File: config.mk
export PLATFORM = sky130hd
export DESIGN_NAME = sprite_draw_arbiter
export DESIGN_NICKNAME = d
export VERILOG_FILES = /design/src/rtl/sprite_draw_arbiter.sv
export SDC_FILE = /design/constraint.sdc
export NUM_CORES = 1
export LEC_CHECK = 0
export BUFFER_PORTS_ARGS = -buffer_cell sky130_fd_sc_hd__buf_2
export CORE_ASPECT_RATIO = 1.2
export CORE_MARGIN = 2
export CORE_UTILIZATION = 45
export CTS_CLUSTER_SIZE = 40
export DETAILED_ROUTE_END_ITERATION = 6
export GPL_TIMING_DRIVEN = 0
export MAX_ROUTING_LAYER = met4
export PLACE_DENSITY = 0.71
export SLEW_MARGIN = 0
export SYNTH_ARGS = -nofsm -noshare
export SYNTH_HDL_FRONTEND = slang
export SYNTH_SLANG_ARGS = --single-unit
File: constraint.sdc
create_clock -name clk -period 8.75 [get_ports clk]
set_input_delay 1.3125 -clock clk [delete_from_list [all_inputs] [get_ports clk]]
set_output_delay 1.3125 -clock clk [all_outputs]
set_load 0.01 [all_outputs]
File: src/rtl/sprite_draw_arbiter.sv
// ---------------------------------------------------------------------------
// sprite_draw_arbiter
//   Shares one sprite_draw engine among NREQ requesters. Picks a requester
//   round-robin, converts its tile coordinates to a pixel anchor, holds
//   begin_draw for GO_CYCLES, then times the draw for DRAW_CYCLES because the
//   engine has no completion output.
//
// Ports
//   clk, reset          system clock, asynchronous active-high reset
//   req[NREQ]           level request per requester
//   req_col[5*NREQ]     tile column of requester i in [5i+4:5i], valid 0..19
//   req_row[4*NREQ]     tile row of requester i in [4i+3:4i], valid 0..14
//   req_sprite[3*NREQ]  sprite id of requester i in [3i+2:3i]
//   ack[NREQ]           one-cycle pulse: request i accepted (drawn or dropped)
//   err                 one-cycle pulse with ack: request out of range, dropped
//   done[NREQ]          one-cycle pulse: draw for requester i finished
//   busy                accept edge .. edge after done pulse
//   draw_x/y/sprite     registered pixel anchor and sprite id for the engine
//   begin_draw          go strobe to the engine
// ---------------------------------------------------------------------------
module sprite_draw_arbiter #(
   parameter int NREQ        = 3,
   parameter int GO_CYCLES   = 2,
   parameter int DRAW_CYCLES = 66
) (
   input  logic              clk,
   input  logic              reset,
   input  logic [NREQ-1:0]   req,
   input  logic [5*NREQ-1:0] req_col,
   input  logic [4*NREQ-1:0] req_row,
   input  logic [3*NREQ-1:0] req_sprite,
   output logic [NREQ-1:0]   ack,
   output logic              err,
   output logic [NREQ-1:0]   done,
   output logic              busy,
   output logic [7:0]        draw_x,
   output logic [6:0]        draw_y,
   output logic [2:0]        draw_sprite,
   output logic              begin_draw
);

   localparam int IW   = (NREQ > 1) ? $clog2(NREQ) : 1;
   localparam int CMAX = (GO_CYCLES > DRAW_CYCLES) ? GO_CYCLES : DRAW_CYCLES;
   localparam int CW   = $clog2(CMAX + 1);

   typedef enum logic [1:0] {IDLE, GO, DRAW, DONE} state_t;

   state_t          state, state_nx;
   logic [IW-1:0]   last, last_nx;   // last requester acknowledged
   logic [IW-1:0]   cur, cur_nx;     // requester whose draw is in flight
   logic [CW-1:0]   cnt, cnt_nx;

   logic [NREQ-1:0] ack_nx, done_nx;
   logic            err_nx, busy_nx, bd_nx;
   logic [7:0]      x_nx;
   logic [6:0]      y_nx;
   logic [2:0]      spr_nx;

   // Round-robin pick: first set bit after the last winner, wrapping.
   logic            win_found;
   logic [IW-1:0]   win_idx;
   logic [4:0]      win_col;
   logic [3:0]      win_row;
   logic [2:0]      win_spr;
   logic            win_valid;

   always_comb begin : pick
      int idx;
      idx       = 0;
      win_found = 1'b0;
      win_idx   = last;
      for (int k = 1; k <= NREQ; k++) begin
         idx = (int'(last) + k) % NREQ;
         if (!win_found && req[idx]) begin
            win_found = 1'b1;
            win_idx   = IW'(idx);
         end
      end
   end

   assign win_col   = req_col[5*win_idx +: 5];
   assign win_row   = req_row[4*win_idx +: 4];
   assign win_spr   = req_sprite[3*win_idx +: 3];
   assign win_valid = (win_col <= 5'd19) && (win_row <= 4'd14);

   always_comb begin
      state_nx = state;
      last_nx  = last;
      cur_nx   = cur;
      cnt_nx   = cnt;
      ack_nx   = '0;
      err_nx   = 1'b0;
      done_nx  = '0;
      busy_nx  = busy;
      bd_nx    = begin_draw;
      x_nx     = draw_x;
      y_nx     = draw_y;
      spr_nx   = draw_sprite;
      case (state)
         IDLE: begin
            if (win_found) begin
               ack_nx[win_idx] = 1'b1;
               last_nx         = win_idx;
               if (win_valid) begin
                  cur_nx   = win_idx;
                  x_nx     = {win_col, 3'b000};
                  y_nx     = {win_row, 3'b000};
                  spr_nx   = win_spr;
                  bd_nx    = 1'b1;
                  busy_nx  = 1'b1;
                  cnt_nx   = '0;
                  state_nx = GO;
               end else begin
                  // rejected: draw_* and begin_draw keep their old values
                  err_nx = 1'b1;
               end
            end
         end
         GO: begin
            // begin_draw was raised on the accept edge, so it has been high
            // cnt+1 cycles here.
            if (cnt == CW'(GO_CYCLES - 1)) begin
               bd_nx    = 1'b0;
               cnt_nx   = '0;
               state_nx = DRAW;
            end else begin
               cnt_nx = cnt + 1'b1;
            end
         end
         DRAW: begin
            if (cnt == CW'(DRAW_CYCLES - 1)) begin
               done_nx[cur] = 1'b1;
               state_nx     = DONE;
            end else begin
               cnt_nx = cnt + 1'b1;
            end
         end
         DONE: begin
            busy_nx  = 1'b0;
            state_nx = IDLE;
         end
         default: state_nx = IDLE;
      endcase
   end

   always_ff @(posedge clk or posedge reset) begin
      if (reset) begin
         state       <= IDLE;
         last        <= IW'(NREQ - 1);
         cur         <= '0;
         cnt         <= '0;
         ack         <= '0;
         err         <= 1'b0;
         done        <= '0;
         busy        <= 1'b0;
         begin_draw  <= 1'b0;
         draw_x      <= '0;
         draw_y      <= '0;
         draw_sprite <= '0;
      end else begin
         state       <= state_nx;
         last        <= last_nx;
         cur         <= cur_nx;
         cnt         <= cnt_nx;
         ack         <= ack_nx;
         err         <= err_nx;
         done        <= done_nx;
         busy        <= busy_nx;
         begin_draw  <= bd_nx;
         draw_x      <= x_nx;
         draw_y      <= y_nx;
         draw_sprite <= spr_nx;
      end
   end

endmodule

==> flow_summary_export.csv <==
group,metric,value,unit
global_route,grt_usage,0.197,
logic_synthesis,compound_gate_fraction_of_synth_area,0.238,
global_route,grt.overflow.total,0,
global_route,grt_pass1_wl,9190,um
die,core_region_area,4970,um^2
worst_setup_path,ff2ff_setup_slack,5.13,ns
logic_synthesis,postSynthAreaPerCell,9.41,um^2
layout,synthToLayoutAreaGrowth,21.6,%
timing,tightest_slew,0.531,ns
worst_setup_path,reg2reg_from,"last[1]",
timing,setup_viol,0,
drt,route.final.wire_length,5380,um
clock_tree,clock_latency,0.28,ns
logic_synthesis,post_synth_mux_area_share,0.0865,
worst_setup_path,critical_path.slowest_cell,"a22oi_1",
worst_setup_path,critical_path.endpoint_type,"flip-flop",
clock_tree,htreeDepth,2,
logic_synthesis,yosys_most_used_dff,"dfrtp_1",
logic_synthesis,syn_area,2340,um^2
worst_setup_path,crit_family,"compound AO/OA/AOI/OAI gates",
clock_tree,cts.clk_slew.worst_paths,0.06,ns
logic_synthesis,synth-xor-area-share,0,
worst_hold_path,hp-start,"draw_x[5]",
timing,grt_setup_unrepaired,"false",
die,std_cell_rows,28,
timing,final-hold-violation-count,0,
layout,antenna_cells_inserted,0,
place,post-dp-hpwl,4140,um
drt,detail_route.iter0.violations,81,
worst_setup_path,critPathMaxStageDelay,0.38,ns
layout,most_common_cell_after_layout_fill_and_taps_aside,"buf_2",
clock_tree,cts_hold_buf,0,
logic_synthesis,async_flop_share,1.00,
die,floorplan.io_pins,68,
layout,fin_nets,374,
flow_run,maximum_capacitance_violations,0,
worst_setup_path,r2r-end,"state[1]",
place,number_of_input_and_output_port_buffers_inserted,61,
worst_setup_path,cp_cell_sequence,"buf_2, nand2b_1, a22oi_1, o2111ai_4, a21o_1, buf_6, and3_4, o32ai_4, o311ai_2, a22oi_2, mux2_1",
logic_synthesis,yosysUniqueCellTypes,57,
logic_synthesis,synth_simple_gate_area_frac,0.204,
power_and_ir_drop,p_per_cell_area,422,nW/um^2
drt,detail_route.vias_per_cell,5.45,
timing,relSlewSlack,0.646,
logic_synthesis,synthesis.yosys.warnings,0,
worst_setup_path,setup.worst_path.class,"primary input to flip-flop",
clock_tree,cts.repair_timing.setup_buffer_count,0,
worst_setup_path,crit_start,"req[2]",
global_route,grt_pass1_vias,2017,
clock_tree,root_buffer_master,"clkbuf_8",
die,initial_core_util,0.471,
power_and_ir_drop,worst_ir_drop_vdd,0.000206,V
global_route,grt_max_degree,35,
worst_setup_path,worst_ep_required_time,8.91,ns
place,dpl.cell_count,375,
power_and_ir_drop,total_leakage_power,1.39,nW
worst_setup_path,startpoint_type,"primary input",
worst_setup_path,worst-path-buf-inv,2,
worst_setup_path,critPathArrivalTime,3.90,ns
worst_setup_path,worst-path-max-fanout,10,
drt,routed-via-count,2093,
clock_tree,cts_tree,"yes",
drt,post-route-drc-count,0,
logic_synthesis,count_of_flip_flops_with_a_built_in_enable_after_synthesis,0,
timing,fmax,0.267,GHz
logic_synthesis,synth_sequential_area_ratio,0.364,
timing,setup_tns,0,ns
drt,drt_pass1_iterations,4,
drt,drt-wirelength-per-cell,14.0,um
run_status,run_status,"complete, no violations",
timing,finalClockSkew,0.00329,ns
logic_synthesis,post_synthesis_cell_count,249,
logic_synthesis,postSynthRegisterBits,34,
clock_tree,cts.sink_count,34,
clock_tree,cts_buffers,5,
timing,min_period_over_period,0.427,
timing,period_needed,3.74,ns
layout,drive_above_1_share,0.306,
timing,report.final.slew_viol_count,0,
clock_tree,cts_resized,0,
drt,ant_nets,0,
die,die_area,5800,um^2
worst_setup_path,r2r_cells,13,
clock_tree,cts.path.max_buffers,2,
global_route,grt_antenna_before_repair,0,
worst_setup_path,critPathCapture,"state[1]",
place,finalWeightedCongestion,0.859,
worst_setup_path,crit_cells,11,
die,die_height,83.1,um
logic_synthesis,synth_top_family_by_area,"compound AO/OA/AOI/OAI gates",
logic_synthesis,synth_adder_area_share,0.0534,
layout,top_library_cells_by_usage_in_the_layout_fill_and_taps_aside,"61 x buf_2, 33 x dfrtp_1, 29 x nand2_1",
layout,final-instance-count-excl-fill,384,
die,die_w,69.9,um
worst_hold_path,hold_path.class,"flip-flop to flip-flop",
==> metal layers <==
metal / track usage / routed length [um] / up-vias
met5: - / 0 / -
met4: 0.0490 / 74 / 0
met3: 0.0461 / 283 / 9
met2: 0.332 / 2630 / 59
met1: 0.239 / 2380 / 986
li1: - / - / 1039
==> per-stage QoR <==
stage	total power [mW]	instance area, um^2	utilization	hold WS [ns]	setup WS (ns)
after global placement	1.08	2740	0.551	0.463	4.75
after floorplan	0.902	2360	-	0.445	5.18
final	1.20	2850	0.573	0.484	5.01
after CTS	1.21	2820	0.567	0.488	5.00
after detailed placement	1.10	2740	0.551	0.472	4.69
after global routing	1.31	2850	0.573	0.504	4.83
==> state kept, by name (all words and copies together) (netlist names) <==
register     cells
cnt              7
draw_x           5
draw_y           4
ack              3
done             3
draw_sprite      3
cur              2
last             2
state            2
begin_draw       1
busy             1
err              1
==> worst reg2reg max path: cells and delay by family (launching register included) <==
| kind | cells | cell delay, ns |
|---|---|---|
| compound gates | 6 | 1.67 |
| flops | 1 | 0.57 |
| mux | 2 | 0.48 |
| buf+inv | 3 | 0.41 |
| simple gates | 1 | 0.20 |
| fa+ha+maj | 1 | 0.17 |
==> kinds of logic (layout without fill, tap and decap cells) <==
group / count (synthesis) / after routing
simple gates: 94 / 94
other cells: 1 / 6
compound gates: 70 / 70
fa+ha+maj: 10 / 10
buf+inv: 21 / 91
flops: 34 / 34
mux: 19 / 19
==> worst min-delay path by stage <==
stage / endpoint / cells past startpoint / slack [ns]
6_report: draw_x[5] / 2 / 0.48
5_1_grt: done[1] / 1 / 0.50
4_1_cts: draw_y[5] / 2 / 0.49
3_5_place_dp: draw_y[6] / 2 / 0.47
3_3_place_gp: draw_y[6] / 2 / 0.46
2_1_floorplan: done[1] / 1 / 0.44
==> area by class of cell <==
cell class / instances / area, um^2
Sequential cell: 34 / 852
Inverter: 7 / 26.3
Fill cell: 463 / 2120
Timing Repair Buffer: 62 / 333
Multi-Input combinational cell: 199 / 1390
Tap cell: 60 / 75.1
Buffer: 14 / 97.6
Clock buffer: 8 / 80.1
==> cells in the mapped netlist (all sizes together) (3+ instances only) <==
| master | number | area (um^2) |
|---|---|---|
| dfrtp | 33 | 826 |
| nand2 | 29 | 109 |
| nor2 | 26 | 97.6 |
| o21ai | 22 | 125 |
| a21oi | 15 | 90.1 |
| mux2i | 12 | 120 |
| buf | 10 | 82.6 |
| ha | 10 | 125 |
| nor3 | 9 | 50.1 |
| inv | 7 | 26.3 |
| mux2 | 7 | 82.6 |
| a21o | 5 | 37.5 |
| and3 | 5 | 36.3 |
| nand3 | 5 | 25.0 |
| a22oi | 4 | 45.1 |
| clkbuf | 4 | 15.0 |
| nand2b | 4 | 25.0 |
| o211ai | 4 | 35.0 |
| a31oi | 3 | 33.8 |
| nand4b | 3 | 26.3 |
| o221ai | 3 | 26.3 |
==> where the power goes <==
part | internal (mW) | switching, mW
Sequential | 0.213 | 0.0330
Combinational | 0.341 | 0.509
Clock | 0.0564 | 0.0517
Total | 0.610 | 0.593
(Power assumes the default switching activity.)
